===== src/rtl/echo_capture.sv =====
// Purpose : ultrasonic echo pulse-width capture; converts echo high time (us) to distance (cm).
// Latency : valid is visible after the 3rd clk_1m rising edge following the echo falling edge.
// Backpr. : none; results are single-cycle valid/timeout pulses, outputs hold until next valid.
//
// Ports:
//   clk_1m   : 1 MHz clock, one cycle per microsecond
//   rst      : asynchronous active-low reset
//   trig     : trigger level (clk_1m domain); rising edge starts a measurement
//   echo     : sensor echo pin (asynchronous, synchronised internally)
//   dist_cm  : last valid distance in cm (saturates at 1023)
//   width_us : last valid echo high width in cycles
//   valid    : one-cycle pulse when dist_cm/width_us update
//   timeout  : one-cycle pulse when a measurement is aborted
//   busy     : high while a measurement is in progress
module echo_capture #(
  parameter int WAIT_TIMEOUT = 30000,
  parameter int MAX_WIDTH    = 38000,
  parameter int US_PER_CM    = 58
) (
  input  logic        clk_1m,
  input  logic        rst,
  input  logic        trig,
  input  logic        echo,
  output logic [9:0]  dist_cm,
  output logic [15:0] width_us,
  output logic        valid,
  output logic        timeout,
  output logic        busy
);

  localparam int WW = $clog2(WAIT_TIMEOUT + 1);
  localparam int SW = $clog2(US_PER_CM + 1);
  localparam logic [WW-1:0] WAIT_LAST = WW'(WAIT_TIMEOUT - 1);
  localparam logic [SW-1:0] SUB_LAST  = SW'(US_PER_CM - 1);
  localparam logic [15:0]   MAX_W     = 16'(MAX_WIDTH);

  typedef enum logic [1:0] {IDLE, ARM, MEASURE, DRAIN} state_t;

  state_t        state, state_nxt;
  logic          echo_m, echo_s, echo_d, trig_d;
  logic          echo_rise, trig_rise;
  logic [WW-1:0] wait_cnt, wait_nxt;
  logic [15:0]   width_cnt, width_nxt;
  logic [SW-1:0] sub_cnt, sub_nxt;
  logic [9:0]    cm_cnt, cm_nxt;
  logic [9:0]    dist_nxt;
  logic [15:0]   wid_nxt;
  logic          valid_nxt, timeout_nxt, busy_nxt;

  // Two-flop synchroniser on echo, plus one delay stage for edge detection.
  // trig is already in this clock domain, so it only gets the delay stage.
  always_ff @(posedge clk_1m or negedge rst) begin
    if (!rst) begin
      echo_m <= 1'b0;
      echo_s <= 1'b0;
      echo_d <= 1'b0;
      trig_d <= 1'b0;
    end else begin
      echo_m <= echo;
      echo_s <= echo_m;
      echo_d <= echo_s;
      trig_d <= trig;
    end
  end

  // Edge-based: an echo that is already high when ARM is entered is not a rise.
  assign echo_rise = echo_s & ~echo_d;
  assign trig_rise = trig & ~trig_d;

  always_ff @(posedge clk_1m or negedge rst) begin
    if (!rst) begin
      state     <= IDLE;
      wait_cnt  <= '0;
      width_cnt <= '0;
      sub_cnt   <= '0;
      cm_cnt    <= '0;
      dist_cm   <= '0;
      width_us  <= '0;
      valid     <= 1'b0;
      timeout   <= 1'b0;
      busy      <= 1'b0;
    end else begin
      state     <= state_nxt;
      wait_cnt  <= wait_nxt;
      width_cnt <= width_nxt;
      sub_cnt   <= sub_nxt;
      cm_cnt    <= cm_nxt;
      dist_cm   <= dist_nxt;
      width_us  <= wid_nxt;
      valid     <= valid_nxt;
      timeout   <= timeout_nxt;
      busy      <= busy_nxt;
    end
  end

  always_comb begin
    state_nxt   = state;
    wait_nxt    = wait_cnt;
    width_nxt   = width_cnt;
    sub_nxt     = sub_cnt;
    cm_nxt      = cm_cnt;
    dist_nxt    = dist_cm;
    wid_nxt     = width_us;
    valid_nxt   = 1'b0;
    timeout_nxt = 1'b0;

    case (state)
      IDLE: begin
        if (trig_rise) begin
          state_nxt = ARM;
          wait_nxt  = '0;
        end
      end

      ARM: begin
        if (echo_rise) begin
          // The rising cycle itself is the first high cycle of the pulse.
          state_nxt = MEASURE;
          width_nxt = 16'd1;
          sub_nxt   = SW'(1);
          cm_nxt    = '0;
        end else if (wait_cnt == WAIT_LAST) begin
          state_nxt   = IDLE;
          timeout_nxt = 1'b1;
        end else if (wait_cnt != '1) begin
          wait_nxt = wait_cnt + 1'b1;
        end
      end

      MEASURE: begin
        if (!echo_s) begin
          state_nxt = IDLE;
          dist_nxt  = cm_cnt;
          wid_nxt   = width_cnt;
          valid_nxt = 1'b1;
        end else if (width_cnt >= MAX_W) begin
          // Echo is still high past the longest legal pulse: abort, then
          // wait for it to drop so the tail is not seen as a new pulse.
          state_nxt   = DRAIN;
          timeout_nxt = 1'b1;
        end else begin
          if (width_cnt != 16'hFFFF) width_nxt = width_cnt + 1'b1;
          // Running quotient: cm_cnt tracks floor(width / US_PER_CM).
          if (sub_cnt == SUB_LAST) begin
            sub_nxt = '0;
            if (cm_cnt != 10'h3FF) cm_nxt = cm_cnt + 1'b1;
          end else begin
            sub_nxt = sub_cnt + 1'b1;
          end
        end
      end

      DRAIN: begin
        if (!echo_s) state_nxt = IDLE;
      end

      default: state_nxt = IDLE;
    endcase

    busy_nxt = (state_nxt != IDLE);
  end

endmodule


===== config.mk =====
export PLATFORM = sky130hd
export DESIGN_NAME = echo_capture
export DESIGN_NICKNAME = d
export VERILOG_FILES = /design/src/rtl/echo_capture.sv
export SDC_FILE = /design/constraint.sdc
export NUM_CORES = 1
export LEC_CHECK = 0
export ABC_AREA = 1
export BUFFER_PORTS_ARGS = -buffer_cell sky130_fd_sc_hd__buf_4
export CORE_ASPECT_RATIO = 0.5
export CORE_MARGIN = 5
export CORE_UTILIZATION = 60
export CTS_CLUSTER_SIZE = 10
export DETAILED_ROUTE_END_ITERATION = 6
export GPL_TIMING_DRIVEN = 0
export PLACE_DENSITY = 0.79
export SLEW_MARGIN = 20
export SYNTH_ARGS = -nofsm -noshare
export SYNTH_HDL_FRONTEND = slang
export SYNTH_SLANG_ARGS = --single-unit

===== constraint.sdc =====
create_clock -name clk_1m -period 2.2 [get_ports clk_1m]
set_input_delay 0.11 -clock clk_1m [delete_from_list [all_inputs] [get_ports clk_1m]]
set_output_delay 0.11 -clock clk_1m [all_outputs]
set_load 0.02 [all_outputs]

==> results.yml, run 1 <==
run_status:
  outcome: "finished, final reports clean"
clock_network:
  cts.sink_count: 82
  clockBufferDepth: 2
  path_clk_slew_ns: 0.06
  cts-root-buf: "clkbuf_16"
  cts_tree: "done"
  numCtsBuffers: 9
  ctsHtreeMaxLevel: 3
  clk_latency_ns: 0.34
place:
  pre_cts_ws_ns: 0.0853
  place_congestion: 0.915
  hpwlAfterDp_mm: 7.01
  placedCellCount: 706
  portBuffers: 32
critical_path:
  arrival_ns: 2.30
  critical_path_class: "reg -> reg"
  crit_fanout: 10
  crit_start: "state[1]"
  cp-end-kind: "register"
  required_ns: 2.47
  start_kind: "register"
  r2r-start: "state[1]"
drt:
  drt-total-wl_mm: 9.95
  wire_per_inst_um: 13.7
  dr.pass1.iters: 5
  drc_errors: 0
  vias: 3843
  ant_nets: 0
  drt_iter0_markers: 237
  vias_per_cell: 5.28
power:
  cell_internal_pwr_mw: 3.03
  power_switching_mw: 1.90
  p_seq_share_pct: 35.8
  total_power_mw: 4.93
  pwr-share-clk_pct: 28.3
  p_leak_nw: 2.46
  peakVddDrop_mv: 0.821
  switching_share_pct: 38.6
  power.density_nw_per_um2: 941
  p_comb_share_pct: 36.0
floorplanning:
  io_pins: 33
  core_area_um2: 7350
  die_w_um: 133
  initial_utilization_pct: 61.7
  die_h_um: 71.5
  num_rows: 22
  die-area_um2: 9500
sta:
  grt_setup_unrepaired: "no"
  slew_headroom_pct: 51.2
  fmax_ghz: 0.491
  skew_ns: 0.00501
  setup_viol: 0
  period_minus_slack_ns: 2.04
  setup_slack_ns: 0.162
  hold_viol_final: 0
  tns_ns: 0
  period_share_pct: 92.6
  slew_viol_final: 0
  tightest_slew_ns: 0.732
hold_path:
  worst_hold_path_type: "reg -> reg"
  hp-start: "echo_m"
synth:
  yosys.area.top_type_share_pct: 45.3
  synth_area_um2: 4530
  synth_top_family_by_area: "simple AND/OR/NAND/NOR gates"
  synth_area_leaders: "dfrtp_1 (45%), nand2_1 (13%), xor2_1 (4.8%)"
  yosysWarningCount: 0
  synth_fp_nets: 592
  muxShareOfSynthArea_pct: 0
  synth.distinct_cells: 31
  syn_inst: 578
  syn_avg_cell_area_um2: 7.84
  synth_adder_area_share_pct: 2.76
  ys_ff_latch: 82
  synth_xor_area_share_pct: 5.02
  yosysTopAreaCell: "dfrtp_1"
  synthSimpleGateAreaFrac_pct: 30.3
  synth_compound_area_share_pct: 8.81
  ys_seq_area_share_pct: 45.3
layout:
  fin_nets: 642
  drive_gt1_share_pct: 16.8
  stdcell_count: 728
  antenna_cells: 0
  synthToLayoutAreaGrowth_pct: 15.6
  final_core_util_pct: 71.3
global_route:
  grt_pass1_wl_mm: 17.4
  overflow: 0
  antenna_found_initial: 0
  grt_use_total_pct: 22.7
  first_global_vias: 3662
  grt_max_degree: 83
job:
  cap_violations: 0
[logic make-up (layout without fill, tap and decap cells)]
family / Yosys count / in the layout
AO/OA/AOI/OAI: 70 / 70
XOR/XNOR: 26 / 26
adder cells (fa/ha/maj): 10 / 10
buffers and inverters: 81 / 135
flip-flops: 82 / 82
AND/OR/NAND/NOR: 309 / 309
[flip-flops by register name, indices dropped and copies added, names as in the netlist, 2 cells and up]
name and cells:
width_cnt 16, width_us 16, wait_cnt 15, cm_cnt 10, dist_cm 10, sub_cnt 6
state 2
[cell usage after synthesis (all sizes together)]
cell	number
ha	10
clkbuf	6
a21oi	7
inv	63
nand3	46
buf	12
nor3b	3
nand4	11
o21ai	63
dfrtp	82
nand3b	5
nor3	16
nor2	58
nand2	169
xnor2	1
or2	1
xor2	25
[final timing paths]
| path | endpoint | slack [ns] | depth (start not counted) |
|---|---|---|---|
| max | width_cnt[14] | 0.16 | 12 |
| min | echo_s | 0.35 | 0 |
| max reg2reg | width_cnt[14] | 0.16 | 12 |
| min reg2reg | echo_s | 0.35 | 0 |
| max in group asynchronous | state[1] | 1.30 | 2 |
| min in group asynchronous | wait_cnt[7] | 0.38 | 2 |
[placed cells by master, fill, tap and decap left out, types with 2 or more instances in the layout]
| cell type | count |
|---|---|
| nand3_1 | 43 |
| nor3b_1 | 3 |
| nand2_2 | 8 |
| nand3_2 | 3 |
| clkbuf_1 | 8 |
| nand3b_1 | 5 |
| o21ai_1 | 14 |
| nor3_2 | 2 |
| clkbuf_8 | 2 |
| nand2_1 | 160 |
| o21ai_0 | 37 |
| inv_1 | 55 |
| a21oi_1 | 6 |
| o21ai_2 | 12 |
| xor2_1 | 25 |
| buf_2 | 9 |
| inv_2 | 7 |
| nor2_1 | 51 |
| nor3_1 | 14 |
| nor2_4 | 2 |
| buf_6 | 2 |
| dfrtp_1 | 81 |
| ha_1 | 9 |
| buf_4 | 35 |
| clkbuf_16 | 9 |
| nor2_2 | 5 |
| dlygate4sd3_1 | 3 |
| nand4_1 | 11 |
[through the flow]
| step | instance area [um2] | hold WS, ns |
|---|---|---|
| after global placement | 4890 | 0.220 |
| after floorplan | 4530 | -0.186 |
| after global routing | 5240 | 0.365 |
| after detailed placement | 4890 | 0.227 |
| after CTS | 5190 | 0.358 |
| final | 5240 | 0.351 |
[what timing repair did]
action,4_1_cts,5_1_grt
hold endpoints to repair,46,0
hold buffers,3,0
buffers inserted,0,4
gates resized for setup,0,3
endpoints found under the setup margin,0,27
[worst max-delay path, stage by stage (launching register included)]
cell     delay, ns
dfrtp_2       0.45
ha_1          0.20
buf_6         0.14
inv_2         0.10
nor2_4        0.08
nor2_2        0.12
o21ai_1       0.10
a21oi_2       0.25
nand2_4       0.13
inv_6         0.10
buf_8         0.16
nand2_2       0.07
o21ai_2       0.05
[area by class of cell]
class	count	area (um2)
multi-input cells	415	2130
flip-flops and latches	82	2050
clock inverters	2	12.5
repair buffers	39	304
fillers	596	2110
clock buffers	13	260
inverters	63	241
well taps	96	120
plain buffers	18	114
[power groups by stage]
stage	Sequential [mW]	Combinational, mW	Clock [mW]
final	1.76	1.77	1.39
after global placement	1.78	1.69	0
after global routing	1.78	1.99	1.49
after floorplan	1.81	1.20	0
after detailed placement	1.79	1.71	0
after CTS	1.76	1.71	1.41
[layer usage]
layer | routed length (um) | global-route usage [%] | vias up
li1 | - | - | 1943
met1 | 4780 | 31.4 | 1789
met2 | 4550 | 35.0 | 89
met3 | 405 | 5.33 | 22
met4 | 213 | 8.53 | 0
met5 | 0 | 0 | -
Power figures use the tool's default switching activity.
==> inputs of run 2 (changes only) <==
--- a/config.mk
+++ b/config.mk
@@ -13,7 +13,7 @@
 export CTS_CLUSTER_SIZE = 10
 export DETAILED_ROUTE_END_ITERATION = 6
 export GPL_TIMING_DRIVEN = 0
-export PLACE_DENSITY = 0.79
+export PLACE_DENSITY = 0.78
 export SLEW_MARGIN = 20
 export SYNTH_ARGS = -nofsm -noshare
 export SYNTH_HDL_FRONTEND = slang
==> run 2 against run 1 <==
Count of clock-buffer cells in the layout is 1 higher. Sequential cell count did not move. Hold slack improved by 0.0045 ns. Combinational power about the same.
==> results.yml, run 2 (synthesized netlist as in run 1, its figures left out) <==
run_status:
  outcome: "finished, final reports clean"
layout:
  final_cell_mix: "nand2_1 (160), dfrtp_1 (81), inv_1 (55)"
  reg.largest.list: "width_cnt (16), width_us (16), wait_cnt (15)"
  antenna_cells: 0
  synthToLayoutAreaGrowth_pct: 15.8
  final_core_util_pct: 71.4
  fin_nets: 640
  stdcell_count: 727
  final_common_cell: "nand2_1"
  drive_gt1_share_pct: 16.3
critical_path:
  arrival_ns: 2.29
  cp-end-kind: "register"
  path_cells: "inv_1, ha_1, inv_2, nor2_2, nor2_2, o21ai_1, a21oi_2, nand2_4, inv_6, buf_8, nand2_2, o21ai_2"
  critical_path_class: "reg -> reg"
  crit_start: "state[1]"
  regToRegSetupSlack_ns: 0.14
  slowest_delay_ns: 0.44
  r2r-start: "state[1]"
  crit_slowest_cell: "dfrtp_2"
  crit_fanout: 10
  cp_common_cell: "nor2_2"
  required_ns: 2.43
  start_kind: "register"
global_route:
  antenna_found_initial: 0
  grt_use_total_pct: 22.5
  grt_max_degree: 83
  first_global_vias: 3783
  overflow: 0
  grt_pass1_wl_mm: 17.4
place:
  place_congestion: 0.963
  placedCellCount: 706
  portBuffers: 32
  hpwlAfterDp_mm: 7.13
clock_network:
  clk_latency_ns: 0.34
  cts.sink_count: 82
  cts_tree: "done"
  numCtsBuffers: 9
  ctsHtreeMaxLevel: 3
  clockBufferDepth: 2
  cts-root-buf: "clkbuf_16"
  path_clk_slew_ns: 0.06
drt:
  drt-total-wl_mm: 9.95
  wire_per_inst_um: 13.7
  vias_per_cell: 5.34
  drc_errors: 0
  ant_nets: 0
  dr.pass1.iters: 5
  vias: 3880
  drt_iter0_markers: 235
floorplanning:
  die_w_um: 133
  core_area_um2: 7350
  initial_utilization_pct: 61.7
  num_rows: 22
  io_pins: 33
  die_h_um: 71.5
  die-area_um2: 9500
sta:
  period_share_pct: 93.8
  skew_ns: 0.00482
  fmax_ghz: 0.485
  period_minus_slack_ns: 2.06
  setup_viol: 0
  slew_headroom_pct: 50.0
  slew_viol_final: 0
  grt_setup_unrepaired: "no"
  tightest_slew_ns: 0.749
  tns_ns: 0
  hold_viol_final: 0
job:
  cap_violations: 0
power:
  peakVddDrop_mv: 0.649
  p_leak_nw: 2.47
  power.density_nw_per_um2: 954
  total_power_mw: 5.01
hold_path:
  worst_hold_path_type: "in -> async"
## run 2: changes by cell type in the layout (fill, tap and decap cells not counted), sizes merged
cell,before,now
buf,48,46
bufinv,0,1
clkbuf,19,20
clkinvlp,1,0
## run 2: cell type report
cell class | instances | area (um2)
Inverter | 63 | 241
Buffer | 18 | 114
Multi-Input combinational cell | 415 | 2130
Fill cell | 614 | 2100
Tap cell | 96 | 120
Clock buffer | 14 | 264
Clock inverter | 2 | 35.0
Sequential cell | 82 | 2050
Timing Repair Buffer | 37 | 289
## run 2: routing by layer
metal	global-route usage, %	routed length [um]
met3	5.89	352
met5	0	0
met4	7.37	126
met1	28.8	4640
met2	37.9	4830
## run 2: what timing repair did
action                     CTS  global route
hold endpoints to repair    18             0
gates resized for setup      0             2
setup endpoints to repair    0            12
hold buffers                 3             0
setup buffers                0             2
## run 2: worst max-delay path, delay by kind of cell (launching register included)
kind | cells | cell delay (ns)
flops | 1 | 0.44
buf+inv | 4 | 0.43
fa+ha+maj | 1 | 0.33
compound gates | 3 | 0.32
simple gates | 4 | 0.43
## run 2: path summary, 6_finish.rpt
| check | to | cells after the start |
|---|---|---|
| worst max-delay path | width_cnt[9] | 12 |
| worst min-delay path | wait_cnt[4] | 2 |
| worst max register to register | width_cnt[9] | 12 |
| worst min register to register | echo_s | 0 |
| max in group asynchronous | width_cnt[14] | 2 |
| min in group clk_1m | echo_s | 0 |
## run 2: through the flow
step,setup slack (ns),area (um2),hold slack (ns)
5_1_grt,0.0139,5250,0.386
4_1_cts,0.118,5220,0.371
3_5_place_dp,0.136,4890,0.222
2_1_floorplan,0.466,4530,-0.186
3_3_place_gp,0.157,4890,0.220
6_report,0.137,5250,0.356
## run 2: where the power goes
part | total (mW) | switching, mW | internal [mW]
sequential | 1.77 | 0.133 | 1.64
combinational | 1.74 | 1.20 | 0.541
clock | 1.50 | 0.560 | 0.940
